==> src/rtl/utm_engine_if.sv <==
// Bus bundle for utm_engine: program port, tape load, run handshake and live machine outputs.
// Optional UTM_SINGLE_STEP_EN adds the step_en qualifier to the bundle.
interface utm_engine_if #(
    parameter int TAPE_LEN = 16,
    parameter int STATE_W  = 3,
    parameter int STEP_W   = 12,
    parameter int HW       = $clog2(TAPE_LEN)
) ();
    logic                 prog_we;
    logic [STATE_W:0]     prog_addr;
    logic [STATE_W+3:0]   prog_data;
    logic                 load;
    logic [TAPE_LEN-1:0]  tape_in;
    logic [HW-1:0]        head_init;
    logic                 start;
`ifdef UTM_SINGLE_STEP_EN
    logic                 step_en;
`endif
    logic                 busy;
    logic                 done;
    logic                 err_bounds;
    logic                 err_timeout;
    logic [TAPE_LEN-1:0]  tape_out;
    logic [HW-1:0]        head_pos;
    logic [STATE_W-1:0]   state_out;
    logic [STEP_W-1:0]    step_cnt;

    modport master (
        output prog_we, prog_addr, prog_data, load, tape_in, head_init, start,
`ifdef UTM_SINGLE_STEP_EN
        output step_en,
`endif
        input  busy, done, err_bounds, err_timeout, tape_out, head_pos, state_out, step_cnt
    );

    modport slave (
        input  prog_we, prog_addr, prog_data, load, tape_in, head_init, start,
`ifdef UTM_SINGLE_STEP_EN
        input  step_en,
`endif
        output busy, done, err_bounds, err_timeout, tape_out, head_pos, state_out, step_cnt
    );
endinterface

==> src/rtl/utm_engine.sv <==
// Programmable single-tape binary Turing machine: loadable transition table, one transition per enabled RUN cycle.
// Define UTM_SINGLE_STEP_EN to gate transitions with bus.step_en.
module utm_engine #(
    parameter int TAPE_LEN = 16,
    parameter int STATE_W  = 3,
    parameter int STEP_W   = 12,
    parameter int HW       = $clog2(TAPE_LEN)
) (
    input  logic         clk,
    input  logic         rst_n,
    utm_engine_if.slave  bus
);
    localparam int ENT_W = STATE_W + 4;
    localparam int NENT  = 2 ** (STATE_W + 1);

    typedef enum logic {S_IDLE, S_RUN} fsm_e;

    fsm_e                fsm_q, fsm_d;
    logic [TAPE_LEN-1:0] tape_q, tape_d;
    logic [HW-1:0]       head_q, head_d;
    logic [STATE_W-1:0]  st_q, st_d;
    logic [STEP_W-1:0]   step_q, step_d;
    logic                done_q, done_d;
    logic                eb_q, eb_d;
    logic                et_q, et_d;
    logic [ENT_W-1:0]    table_q [NENT];

    logic                sym;
    logic [ENT_W-1:0]    ent;
    logic                e_halt;
    logic [1:0]          e_move;
    logic                e_wsym;
    logic [STATE_W-1:0]  e_next;
    logic [STEP_W-1:0]   step_inc;
    logic                hit_lo, hit_hi, fault, limit_hit;
    logic                step_go;
    logic [HW-1:0]       head_clamp;

`ifdef UTM_SINGLE_STEP_EN
    assign step_go = bus.step_en;
`else
    assign step_go = 1'b1;
`endif

    // Combinational table lookup for the cell under the head
    assign sym       = tape_q[head_q];
    assign ent       = table_q[{st_q, sym}];
    assign e_halt    = ent[STATE_W+3];
    assign e_move    = ent[STATE_W+2:STATE_W+1];
    assign e_wsym    = ent[STATE_W];
    assign e_next    = ent[STATE_W-1:0];
    assign step_inc  = step_q + STEP_W'(1);
    assign hit_lo    = (e_move == 2'b10) && (head_q == '0);
    assign hit_hi    = (e_move == 2'b01) && (head_q == HW'(TAPE_LEN - 1));
    assign fault     = !e_halt && (hit_lo || hit_hi);
    assign limit_hit = !e_halt && (step_inc == '1);

    always_comb begin
        head_clamp = bus.head_init;
        if (int'(bus.head_init) >= TAPE_LEN) head_clamp = HW'(TAPE_LEN - 1);
    end

    always_comb begin
        fsm_d  = fsm_q;
        tape_d = tape_q;
        head_d = head_q;
        st_d   = st_q;
        step_d = step_q;
        done_d = 1'b0;
        eb_d   = eb_q;
        et_d   = et_q;
        case (fsm_q)
            S_IDLE: begin
                if (bus.load) begin
                    tape_d = bus.tape_in;
                    head_d = head_clamp;
                end else if (bus.start) begin
                    step_d = '0;
                    eb_d   = 1'b0;
                    et_d   = 1'b0;
                    st_d   = '0;
                    fsm_d  = S_RUN;
                end
            end
            S_RUN: begin
                if (step_go) begin
                    tape_d[head_q] = e_wsym;
                    step_d         = step_inc;
                    if (e_halt) begin
                        done_d = 1'b1;
                        fsm_d  = S_IDLE;
                    end else begin
                        // A fault keeps head and state; only the write lands
                        if (fault) begin
                            eb_d = 1'b1;
                        end else begin
                            st_d = e_next;
                            if (e_move == 2'b01) head_d = head_q + HW'(1);
                            else if (e_move == 2'b10) head_d = head_q - HW'(1);
                        end
                        if (limit_hit) et_d = 1'b1;
                        if (fault || limit_hit) begin
                            done_d = 1'b1;
                            fsm_d  = S_IDLE;
                        end
                    end
                end
            end
            default: fsm_d = S_IDLE;
        endcase
    end

    always_ff @(posedge clk) begin
        if (!rst_n) begin
            fsm_q  <= S_IDLE;
            tape_q <= '0;
            head_q <= '0;
            st_q   <= '0;
            step_q <= '0;
            done_q <= 1'b0;
            eb_q   <= 1'b0;
            et_q   <= 1'b0;
        end else begin
            fsm_q  <= fsm_d;
            tape_q <= tape_d;
            head_q <= head_d;
            st_q   <= st_d;
            step_q <= step_d;
            done_q <= done_d;
            eb_q   <= eb_d;
            et_q   <= et_d;
        end
    end

    // Program store; reset wipes it so a restart without reprogramming runs the all-zero machine
    always_ff @(posedge clk) begin
        if (!rst_n) begin
            for (int i = 0; i < NENT; i++) table_q[i] <= '0;
        end else if (bus.prog_we && (fsm_q == S_IDLE)) begin
            table_q[bus.prog_addr] <= bus.prog_data;
        end
    end

    assign bus.busy        = (fsm_q == S_RUN);
    assign bus.done        = done_q;
    assign bus.err_bounds  = eb_q;
    assign bus.err_timeout = et_q;
    assign bus.tape_out    = tape_q;
    assign bus.head_pos    = head_q;
    assign bus.state_out   = st_q;
    assign bus.step_cnt    = step_q;
endmodule

==> src/flat_wrapper.sv <==
// flat-port wrapper written by rule: the top's interface ports become plain ports
module utm_engine_flat 
#(
    parameter int TAPE_LEN = 16,
    parameter int STATE_W  = 3,
    parameter int STEP_W   = 12,
    parameter int HW       = $clog2(TAPE_LEN)
)
  (clk, rst_n, bus_prog_we, bus_prog_addr, bus_prog_data, bus_load, bus_tape_in, bus_head_init, bus_start, bus_busy, bus_done, bus_err_bounds, bus_err_timeout, bus_tape_out, bus_head_pos, bus_state_out, bus_step_cnt);
  utm_engine_if #(.TAPE_LEN(TAPE_LEN), .STATE_W(STATE_W), .STEP_W(STEP_W), .HW(HW)) bus_i ();
  input  logic clk;
  input  logic rst_n;
  input wire logic [$bits(bus_i.prog_we)-1:0] bus_prog_we;
  input wire logic [$bits(bus_i.prog_addr)-1:0] bus_prog_addr;
  input wire logic [$bits(bus_i.prog_data)-1:0] bus_prog_data;
  input wire logic [$bits(bus_i.load)-1:0] bus_load;
  input wire logic [$bits(bus_i.tape_in)-1:0] bus_tape_in;
  input wire logic [$bits(bus_i.head_init)-1:0] bus_head_init;
  input wire logic [$bits(bus_i.start)-1:0] bus_start;
  output wire logic [$bits(bus_i.busy)-1:0] bus_busy;
  output wire logic [$bits(bus_i.done)-1:0] bus_done;
  output wire logic [$bits(bus_i.err_bounds)-1:0] bus_err_bounds;
  output wire logic [$bits(bus_i.err_timeout)-1:0] bus_err_timeout;
  output wire logic [$bits(bus_i.tape_out)-1:0] bus_tape_out;
  output wire logic [$bits(bus_i.head_pos)-1:0] bus_head_pos;
  output wire logic [$bits(bus_i.state_out)-1:0] bus_state_out;
  output wire logic [$bits(bus_i.step_cnt)-1:0] bus_step_cnt;
  assign bus_i.prog_we = bus_prog_we;
  assign bus_i.prog_addr = bus_prog_addr;
  assign bus_i.prog_data = bus_prog_data;
  assign bus_i.load = bus_load;
  assign bus_i.tape_in = bus_tape_in;
  assign bus_i.head_init = bus_head_init;
  assign bus_i.start = bus_start;
  assign bus_busy = bus_i.busy;
  assign bus_done = bus_i.done;
  assign bus_err_bounds = bus_i.err_bounds;
  assign bus_err_timeout = bus_i.err_timeout;
  assign bus_tape_out = bus_i.tape_out;
  assign bus_head_pos = bus_i.head_pos;
  assign bus_state_out = bus_i.state_out;
  assign bus_step_cnt = bus_i.step_cnt;
  utm_engine #(.TAPE_LEN(TAPE_LEN), .STATE_W(STATE_W), .STEP_W(STEP_W), .HW(HW)) u_core (.clk(clk), .rst_n(rst_n), .bus(bus_i));
endmodule
==> config.mk <==
export PLATFORM = sky130hd
export DESIGN_NAME = utm_engine_flat
export DESIGN_NICKNAME = d
export VERILOG_FILES = /design/src/rtl/utm_engine_if.sv /design/src/rtl/utm_engine.sv /design/src/flat_wrapper.sv
export SDC_FILE = /design/constraint.sdc
export NUM_CORES = 1
export LEC_CHECK = 0
export CAP_MARGIN = 10
export CORE_MARGIN = 10
export CORE_UTILIZATION = 50
export CTS_CLUSTER_SIZE = 40
export DETAILED_ROUTE_END_ITERATION = 8
export GPL_ROUTABILITY_DRIVEN = 0
export PLACE_DENSITY = 0.8
export SLEW_MARGIN = 20
export SYNTH_ARGS = -nofsm -noshare
export SYNTH_HDL_FRONTEND = slang
export SYNTH_SLANG_ARGS = --single-unit
==> constraint.sdc <==
create_clock -name clk -period 6 [get_ports clk]
set_clock_uncertainty 0.2 [all_clocks]
set_input_delay 1.2 -clock clk [delete_from_list [all_inputs] [get_ports clk]]
set_output_delay 1.2 -clock clk [all_outputs]
set_load 0.005 [all_outputs]
==> impl_metrics.json <==
{
  "synth_top_area_share_pct": 43.66,
  "pre_cts_ws_ns": 0.7196,
  "n_fill_cell": 1144,
  "yosys_warnings": 0,
  "grt_pass1_wl_um": 31020,
  "cts_tree": "built",
  "drive_gt1_share_pct": 10.63,
  "cellPowerDensity_nw_per_um2": 282.2,
  "fin_crit_ns": 5.229,
  "cts_buffers": 17,
  "holdPathEnd": "u_core.bus.err_bounds",
  "final_area_sq_um": 9104,
  "clk_latency_ns": 0.44,
  "drt-total-wl_um": 19920,
  "synth_ff_type": "edfxtp_1",
  "clock.fmax_mhz": 191.2,
  "hp-start": "u_core.bus.err_bounds",
  "finalNonFillerCells": 922,
  "multi_input_area_sq_um": 3336,
  "dp.cells": 889,
  "avgViaCountPerCell": 6.114,
  "area_delta_synth_final_pct": 18.17,
  "final_common_cell": "and2_1",
  "period_share_pct": 87.16,
  "ant_nets": 0,
  "grt_pass1_vias": 5551,
  "cpMaxStageDelayCell": "dfxtp_1",
  "yosysSeqAreaShare_pct": 53.79,
  "synthArstFlopShare_pct": 0,
  "synth_top_cell_by_area": "edfxtp_1",
  "rows": 45,
  "path_cells": "mux4_1 -> mux2i_4 -> mux2i_4 -> mux4_2 -> mux4_2 -> inv_2 -> ha_1 -> inv_1 -> o31ai_1 -> nor2_1 -> a211oi_1 -> a31oi_1 -> a31oi_1",
  "die_w_um": 144.1,
  "diodes": 0,
  "num_vias": 5637,
  "netlist_area_sq_um": 7704,
  "outcome": "complete, but fails checks",
  "tightest_slew_ns": 1.097,
  "die_y_um": 144.1,
  "cts.root.buffer_cell": "clkbuf_16",
  "grt_start_max_net_pins": 35,
  "grt_usage_pct": 19.59,
  "cts_hold_buf": 0,
  "hold_path_depth": 2,
  "io_pins": 75,
  "synth.avg_cell_area_sq_um": 11.62,
  "grt_overflow": 0,
  "antenna_found_initial": 0,
  "power.total_mw": 2.569,
  "cts_setup_buffers": 0,
  "setup_ws_ns": 0.7707,
  "cts_resized": 0,
  "wl_per_cell_um": 21.60,
  "rsz0062_at_grt": "no",
  "relSlewSlack_pct": 26.10,
  "critPathLaunchType": "flop",
  "ys_seq_elements": 151,
  "r2r-end": "u_core.bus.head_pos[3]",
  "cp-end-kind": "flop",
  "synth.distinct_cells": 54,
  "synth_edf_count": 112,
  "cts.clk_slew.worst_paths_ns": 0.06,
  "cp.required_ns": 6.15,
  "p_leak_nw": 3.267,
  "hold_viol_final": 0,
  "grt.met3_usage_pct": 5.280,
  "arrival_ns": 5.38,
  "grt-busiest-layer": "met2",
  "final-seq-area_sq_um": 4144,
  "r2r_setup_slack_ns": 0.77,
  "drt_iter0_drc": 671,
  "hpwlAfterDp_um": 14090,
  "setup_tns_ns": 0,
  "htreeDepth": 4,
  "fp.coreArea_sq_um": 15150,
  "port-buffer-count": 74,
  "violations": "DRC",
  "crit_fanout": 14,
  "rr_worst_depth": 13,
  "synth_area_leaders": "edfxtp_1, dfxtp_1, and2_1",
  "fin_nets": 764,
  "route.detailed.drc": 1,
  "use_met1_pct": 24.51,
  "setup_viol": 0,
  "critPathMaxStageDelay_ns": 0.71,
  "hp-class": "flop to flop",
  "synth_nets": 706,
  "r2r-start": "u_core.bus.head_pos[1]",
  "vdd_drop_max_mv": 0.2357,
  "clkSinkCount": 151,
  "drv_slew": 0,
  "maxCapViolations": 0,
  "die_area_sq_um": 20770,
  "mostFrequentLayoutCells": "and2_1, edfxtp_1, clkdlybuf4s50_1, nor2_1, dfxtp_1",
  "dpl_cell_area_sq_um": 8518,
  "crit_type": "flop to flop",
  "first_pass_iters": 7,
  "clockBufferDepth": 2,
  "synth_cells": 663,
  "start_util_pct": 50.86,
  "use_met2_pct": 31.38
}
[state kept, by name, summed over array words and instances, names as in the netlist]
name / cells
u_core.table_q: 112
u_core.bus.tape_out: 16
u_core.bus.step_cnt: 12
u_core.bus.head_pos: 4
u_core.bus.state_out: 3
u_core.bus.busy: 1
u_core.bus.done: 1
u_core.bus.err_bounds: 1
u_core.bus.err_timeout: 1
[how the worst max path moves through the flow]
stage / start / to / slack, ns / cells after the start
final: u_core.bus.head_pos[1] / u_core.bus.head_pos[3] / 0.77 / 13
after global routing: u_core.bus.head_pos[1] / u_core.bus.head_pos[3] / 0.46 / 13
after floorplan: u_core.bus.head_pos[1] / u_core.bus.state_out[1] / 1.43 / 15
after global placement: u_core.bus.head_pos[1] / u_core.bus.state_out[1] / 0.92 / 12
after detailed placement: u_core.bus.head_pos[1] / u_core.bus.head_pos[3] / 0.72 / 13
after CTS: u_core.bus.head_pos[1] / u_core.bus.head_pos[3] / 0.70 / 13
[critical path, delay by kind of cell, from the launching register on]
kind | cells | cell delay [ns]
compound gates | 4 | 1.24
fa+ha+maj | 1 | 0.20
buf+inv | 2 | 0.17
flops | 1 | 0.71
mux | 5 | 2.44
simple gates | 1 | 0.17
[layout make-up]
cell class	count	share of cell area [%]
multi-input combinational	462	36.64
inverter	10	0.4123
sequential	151	45.52
clock buffer	18	4.714
clock inverter	14	1.361
tap	188	2.584
timing repair buffer	79	8.769
[metrics by stage]
| step | hold slack [ns] | util (%) |
|---|---|---|
| 2_1_floorplan | 0.2792 | - |
| 3_3_place_gp | 0.2923 | 56.24 |
| 3_5_place_dp | 0.3011 | 56.24 |
| 4_1_cts | 0.3190 | 59.89 |
| 5_1_grt | 0.3507 | 60.11 |
| 6_report | 0.3230 | 60.11 |
[cells in the mapped netlist (all sizes together), types with 2 or more instances]
library cell and number:
ha 6, clkinv 2, a221oi 4, nand3 17, mux2i 31, edfxtp 112, a211oi 4, and2 113
buf 11, nand2b 11, a32o 2, nor2b 2, a22oi 7, o2111ai 3, nand4 4, a21o 4
nor2 50, mux2 12, o21ai 41, mux4 22, or2 2, dfxtp 39, xnor2 9, o21a 2
nor3 7, o211ai 2, or3 2, a22o 2, nand2 33, o22ai 17, clkbuf 29, a21oi 31
xor2 4, and3 3, a31oi 4, inv 8
[cell families (layout without fill, tap and decap cells)]
| group | count (synthesis) | count (layout) | synth area share, % |
|---|---|---|---|
| AO/OA/AOI/OAI | 130 | 130 | 10.62 |
| buffers and inverters | 50 | 121 | 3.005 |
| adder cells (fa/ha/maj) | 7 | 7 | 1.234 |
| multiplexers | 65 | 65 | 12.85 |
| AND/OR/NAND/NOR | 247 | 247 | 17.02 |
| flip-flops | 151 | 151 | 53.79 |
| XOR/XNOR | 13 | 13 | 1.478 |
[power breakdown]
part / internal, mW / switching, mW / leakage (nW)
Sequential: 1.16 / 0.0381 / 1.47
Clock: 0.571 / 0.438 / 0.265
Combinational: 0.166 / 0.192 / 1.53
[routing by layer]
layer | wire, um | vias to the layer above
li1 | - | 2555
met1 | 7839 | 2702
met2 | 9376 | 334
met3 | 2192 | 46
met4 | 508 | 0
met5 | 0 | -
(Power assumes the default switching activity.)
